## config.mk

```make
export PLATFORM = sky130hd
export DESIGN_NAME = ir_fetch_unit
export DESIGN_NICKNAME = d
export VERILOG_FILES = /design/src/rtl/ir_fetch_unit.sv
export SDC_FILE = /design/constraint.sdc
export NUM_CORES = 1
export LEC_CHECK = 0
export BUFFER_PORTS_ARGS = -buffer_cell sky130_fd_sc_hd__buf_4
export CORE_ASPECT_RATIO = 1.75
export CORE_MARGIN = 2
export CORE_UTILIZATION = 51
export CTS_BUF_LIST = sky130_fd_sc_hd__clkbuf_8
export DETAILED_ROUTE_END_ITERATION = 7
export GPL_TIMING_DRIVEN = 1
export HOLD_SLACK_MARGIN = 0.06
export PLACE_DENSITY = 0.82
export SYNTH_ARGS = -nofsm -noshare
export SYNTH_HDL_FRONTEND = slang
export SYNTH_SLANG_ARGS = --single-unit
```

## constraint.sdc

```tcl
create_clock -name clock -period 2.75 [get_ports clock]
set_clock_uncertainty 0.2 [all_clocks]
set_input_delay 0.55 -clock clock [delete_from_list [all_inputs] [get_ports clock]]
set_output_delay 0.55 -clock clock [all_outputs]
set_load 0.01 [all_outputs]
```

## src/rtl/ir_fetch_unit.sv

```systemverilog
// rtl/ir_fetch_unit.sv - instruction fetch unit: PC/IR registers and an IDLE/REQ/ERR memory read FSM
module ir_fetch_unit #(
  parameter logic [31:0] RESET_PC = 32'h0000_0000,
  parameter int          ADDR_W   = 9,
  parameter int          TIMEOUT  = 15
) (
  input  logic              clock,
  input  logic              clear,
  input  logic              fetch_start,
  input  logic              pc_load,
  input  logic [31:0]       pc_in,
  output logic              mem_read,
  output logic [ADDR_W-1:0] mem_addr,
  input  logic              mem_ready,
  input  logic [31:0]       mem_data_in,
  output logic [31:0]       IR,
  output logic [31:0]       PC,
  output logic              ir_valid,
  output logic              busy,
  output logic              fetch_err
);

  localparam logic [1:0] S_IDLE = 2'd0;
  localparam logic [1:0] S_REQ  = 2'd1;
  localparam logic [1:0] S_ERR  = 2'd2;

  localparam logic [7:0] TIMEOUT_C = TIMEOUT[7:0];

  logic [1:0]  state_q, state_d;
  logic [31:0] pc_q, pc_d;
  logic [31:0] ir_q, ir_d;
  logic        valid_q, valid_d;
  logic        err_q, err_d;
  logic [7:0]  cnt_q, cnt_d;
  logic [7:0]  cnt_inc;

  assign cnt_inc = cnt_q + 8'd1;

  always_comb begin
    state_d = state_q;
    pc_d    = pc_q;
    ir_d    = ir_q;
    valid_d = valid_q;
    err_d   = err_q;
    cnt_d   = cnt_q;
    case (state_q)
      S_IDLE, S_ERR: begin
        // A simultaneous pc_load steers the fetch that starts this cycle.
        if (pc_load) pc_d = pc_in;
        if (fetch_start) begin
          state_d = S_REQ;
          valid_d = 1'b0;
          err_d   = 1'b0;
          cnt_d   = 8'd0;
        end
      end
      S_REQ: begin
        // Data arriving on the final allowed cycle is accepted ahead of the timeout.
        if (mem_ready) begin
          ir_d    = mem_data_in;
          pc_d    = pc_q + 32'd1;
          valid_d = 1'b1;
          state_d = S_IDLE;
        end else begin
          cnt_d = cnt_inc;
          if (cnt_inc == TIMEOUT_C) begin
            state_d = S_ERR;
            err_d   = 1'b1;
          end
        end
      end
      default: state_d = S_IDLE;
    endcase
  end

  always_ff @(posedge clock) begin
    if (clear) begin
      state_q <= S_IDLE;
      pc_q    <= RESET_PC;
      ir_q    <= 32'd0;
      valid_q <= 1'b0;
      err_q   <= 1'b0;
      cnt_q   <= 8'd0;
    end else begin
      state_q <= state_d;
      pc_q    <= pc_d;
      ir_q    <= ir_d;
      valid_q <= valid_d;
      err_q   <= err_d;
      cnt_q   <= cnt_d;
    end
  end

  assign mem_read  = (state_q == S_REQ);
  assign busy      = (state_q == S_REQ);
  assign mem_addr  = pc_q[ADDR_W-1:0];
  assign IR        = ir_q;
  assign PC        = pc_q;
  assign ir_valid  = valid_q;
  assign fetch_err = err_q;

endmodule

```

==> out/metrics.yaml <==
synth.mux.area_fraction_pct: 1.08
ctsHoldBuffers: 0
synth_cell_types: 66
timing_worst_setup_path_type: "flop to flop"
wire_length_the_detailed_router_placed_on_met1_um: 4340
synth_seq_area_share_pct: 38.7
worst-endpoint-required_ps: 2840
cts-root-to-sink-buffers: 2
power.switching_fraction_pct: 29.9
detail_route.drc_violations: 0
drt-initial-drc-count: 308
placement_rows: 42
dpl_cell_area_um2: 4970
met2_length_um: 6110
synth-simple-area-share_pct: 31.4
portBuffers: 145
drt_pass1_iterations: 5
highest_layer: "met4"
drv.max_cap_violation_count: 0
yosys-top-cells-count: "95 x sky130_fd_sc_hd__nand2_1, 76 x sky130_fd_sc_hd__dfxtp_1, 62 x sky130_fd_sc_hd__a21oi_1"
net-switching-power_mw: 0.779
drt_wl_total_um: 11600
floorplan.core_area_um2: 7510
dp_hpwl_um: 8230
tritoncts.num_buffers: 9
grt_pass1_wl_um: 18500
setup_viol: 0
final.period_utilization_pct: 89.0
synth_top_area_share_pct: 38.7
grt_start_max_net_pins: 81
hold_depth: 3
dieWidth_um: 70.4
synth.net_count: 582
fin_hold_ws_ps: 227
initial_core_util_pct: 52.4
leakage_nw: 2.23
yosysWarnings: 0
share_seq_of_total_power_pct: 47.4
post_route_minimum_period_ps: 2450
post-synth-top-area-cell: "sky130_fd_sc_hd__dfxtp_1"
flow.area_growth_from_synthesis_pct: 31.5
wl_per_cell_um: 16.0
p_per_area_nw_per_um2: 503
timing.critical_path.from_type: "flop"
ios: 146
cells_after_synth: 510
ff2ff_path_depth: 6
vias_per_cell: 5.91
critical_path.cell_chain: "ha_1 > and4_1 > and4_1 > nand4_4 > or3_1 > a31oi_1"
comb_power_share_pct: 18.9
synth.ff_latch_count: 76
synthXorXnorAreaFrac_pct: 0.668
syn-mean-instance-area_um2: 7.72
cp_slowest_stage_delay_ps: 460
fin_area_um2: 5170
postCtsResizedCells: 0
synth_adder_area_share_pct: 0.954
antenna-diode-count: 0
synthTopCellsByArea: "sky130_fd_sc_hd__dfxtp_1 39%, sky130_fd_sc_hd__nand2_1 9.1%, sky130_fd_sc_hd__a21oi_1 7.9%"
crit_family: "simple AND/OR/NAND/NOR gates"
floorplan.die.height_um: 120
finalHoldViolations: 0
run_status: "finished, final reports clean"
critical_path.max_fanout: 8
max_slew_margin_vs_limit_pct: 43.5
postCtsSetupBuffers: 0
min_path_type: "primary input to flop"
route.vias.total: 4272
detail-route-antenna-nets: 0
post_layout_nonfiller_instances: 723
post-synth-top-count-cell: "sky130_fd_sc_hd__nand2_1"
worst_margin_pin_slew_ps: 847
post-place-cells: 707
drive_gt1_share_pct: 29.6
sum_of_met3_wire_segment_lengths_after_detailed_routing_um: 793
synth_top_family_by_area: "simple AND/OR/NAND/NOR gates"
dominantRegCellSynth: "sky130_fd_sc_hd__dfxtp_1"
unrepaired_setup_endpoints_after_global_routing: "no"
finalMaxSlewViolations: 0
gr-total-overflow: 0
internal_power_mw: 1.83
clock.fmax_mhz: 409
cp_slowest_cell: "sky130_fd_sc_hd__dfxtp_1"
initial_antenna_violation_count: 0
synth-edff-count: 0
worstSkewPairLatency_ps: 360
critPathArrivalTime_ps: 2540
async_reset_ff_share_pct: 0
critical_path_cell_count: 6
clkSinkCount: 76
worst-path-buf-inv: 0
via_count_of_the_first_global_routing_pass: 4117
place_congestion: 0.930
synth-compound-area-share_pct: 20.9
die_area_um2: 8460
cts_max_level: 3
cp-end-kind: "flop"
layout.nets: 702
worst_path_most_repeated_cell: "sky130_fd_sc_hd__and4_1"
final.setup.tns_ps: 0
clkTransAtPathRegs_ps: 90
vdd_drop_max_mv: 0.453
final_total_pwr_mw: 2.60
clockRootBuffer: "sky130_fd_sc_hd__clkbuf_8"
clock_power_share_pct: 33.7
post_synthesis_cell_area_um2: 3940
clock_tree_from_tritoncts: "yes"
grtUsageTotal_pct: 27.0
-- final timing paths --
check | slack (ps) | end | start
worst max register to register | 300 | PC[30]$_SDFFE_PP0P_ | PC[0]$_SDFFE_PP0P_
worst max-delay path | 300 | PC[30]$_SDFFE_PP0P_ | PC[0]$_SDFFE_PP0P_
worst min register to register | 260 | IR[20]$_SDFFE_PP0P_ | IR[20]$_SDFFE_PP0P_
worst min-delay path | 230 | IR[20]$_SDFFE_PP0P_ | mem_data_in[20]
-- layer usage --
layer / global-route usage, % / vias to the layer above
met1: 28.1 / 1989
met5: 0 / -
met3: 7.50 / 34
li1: - / 2052
met2: 47.3 / 197
met4: 16.2 / 0
-- cells in the final DEF (no fill, tap or decap), types with 4 or more instances in the layout --
master and n:
sky130_fd_sc_hd__nor3_1 11, sky130_fd_sc_hd__a311oi_1 4, sky130_fd_sc_hd__dfxtp_1 76, sky130_fd_sc_hd__a31oi_1 9, sky130_fd_sc_hd__o21ai_1 8, sky130_fd_sc_hd__nand2b_1 4
sky130_fd_sc_hd__o21ai_0 11, sky130_fd_sc_hd__a21o_1 6, sky130_fd_sc_hd__a211oi_1 6, sky130_fd_sc_hd__and4_1 4, sky130_fd_sc_hd__nor4_1 5, sky130_fd_sc_hd__nor2_1 50
sky130_fd_sc_hd__clkbuf_8 9, sky130_fd_sc_hd__nand2_1 95, sky130_fd_sc_hd__a22oi_1 4, sky130_fd_sc_hd__inv_1 4, sky130_fd_sc_hd__and3_1 12, sky130_fd_sc_hd__o31ai_1 5
sky130_fd_sc_hd__a21oi_1 62, sky130_fd_sc_hd__nand4_1 10, sky130_fd_sc_hd__buf_4 155, sky130_fd_sc_hd__nand3_1 18
-- power by group through the flow --
| stage | sequential (mW) | clock [mW] | combinational, mW |
|---|---|---|---|
| 2_1_floorplan | 1.27 | 0 | 0.244 |
| 3_3_place_gp | 1.26 | 0 | 0.483 |
| 3_5_place_dp | 1.26 | 0 | 0.489 |
| 4_1_cts | 1.23 | 0.889 | 0.492 |
| 5_1_grt | 1.24 | 0.933 | 0.533 |
| 6_report | 1.24 | 0.878 | 0.491 |
-- state kept, by name, summed over array words and instances (netlist names) --
signal	cells
IR	32
PC	32
cnt_q	8
state_q	2
fetch_err	1
ir_valid	1
-- tightest hold or removal path, delay by kind of cell --
kind,cells,cell delay (ps)
compound gates,1,50
buf+inv,1,110
simple gates,1,40
-- through the flow --
| step | setup slack [ps] | util (%) |
|---|---|---|
| 2_1_floorplan | 566 | - |
| 3_3_place_gp | 437 | 66.2 |
| 3_5_place_dp | 348 | 66.2 |
| 4_1_cts | 320 | 68.9 |
| 6_report | 303 | 68.9 |
| 5_1_grt | 108 | 68.9 |
-- final cells by class --
class | count | area [um2]
Clock buffer | 9 | 124
Clock inverter | 7 | 76.3
Fill cell | 648 | 2340
Inverter | 4 | 15.0
Multi-Input combinational cell | 384 | 2160
Sequential cell | 76 | 1520
Tap cell | 88 | 110
Timing Repair Buffer | 155 | 1160
-- kinds of logic (layout without fill, tap and decap cells) --
family | after synthesis | count (layout)
multiplexers | 4 | 4
AND/OR/NAND/NOR | 241 | 241
buffers and inverters | 50 | 175
AO/OA/AOI/OAI | 133 | 133
XOR/XNOR | 3 | 3
flip-flops | 76 | 76
adder cells (fa/ha/maj) | 3 | 3
No activity file was read; power rests on OpenSTA's default activity.
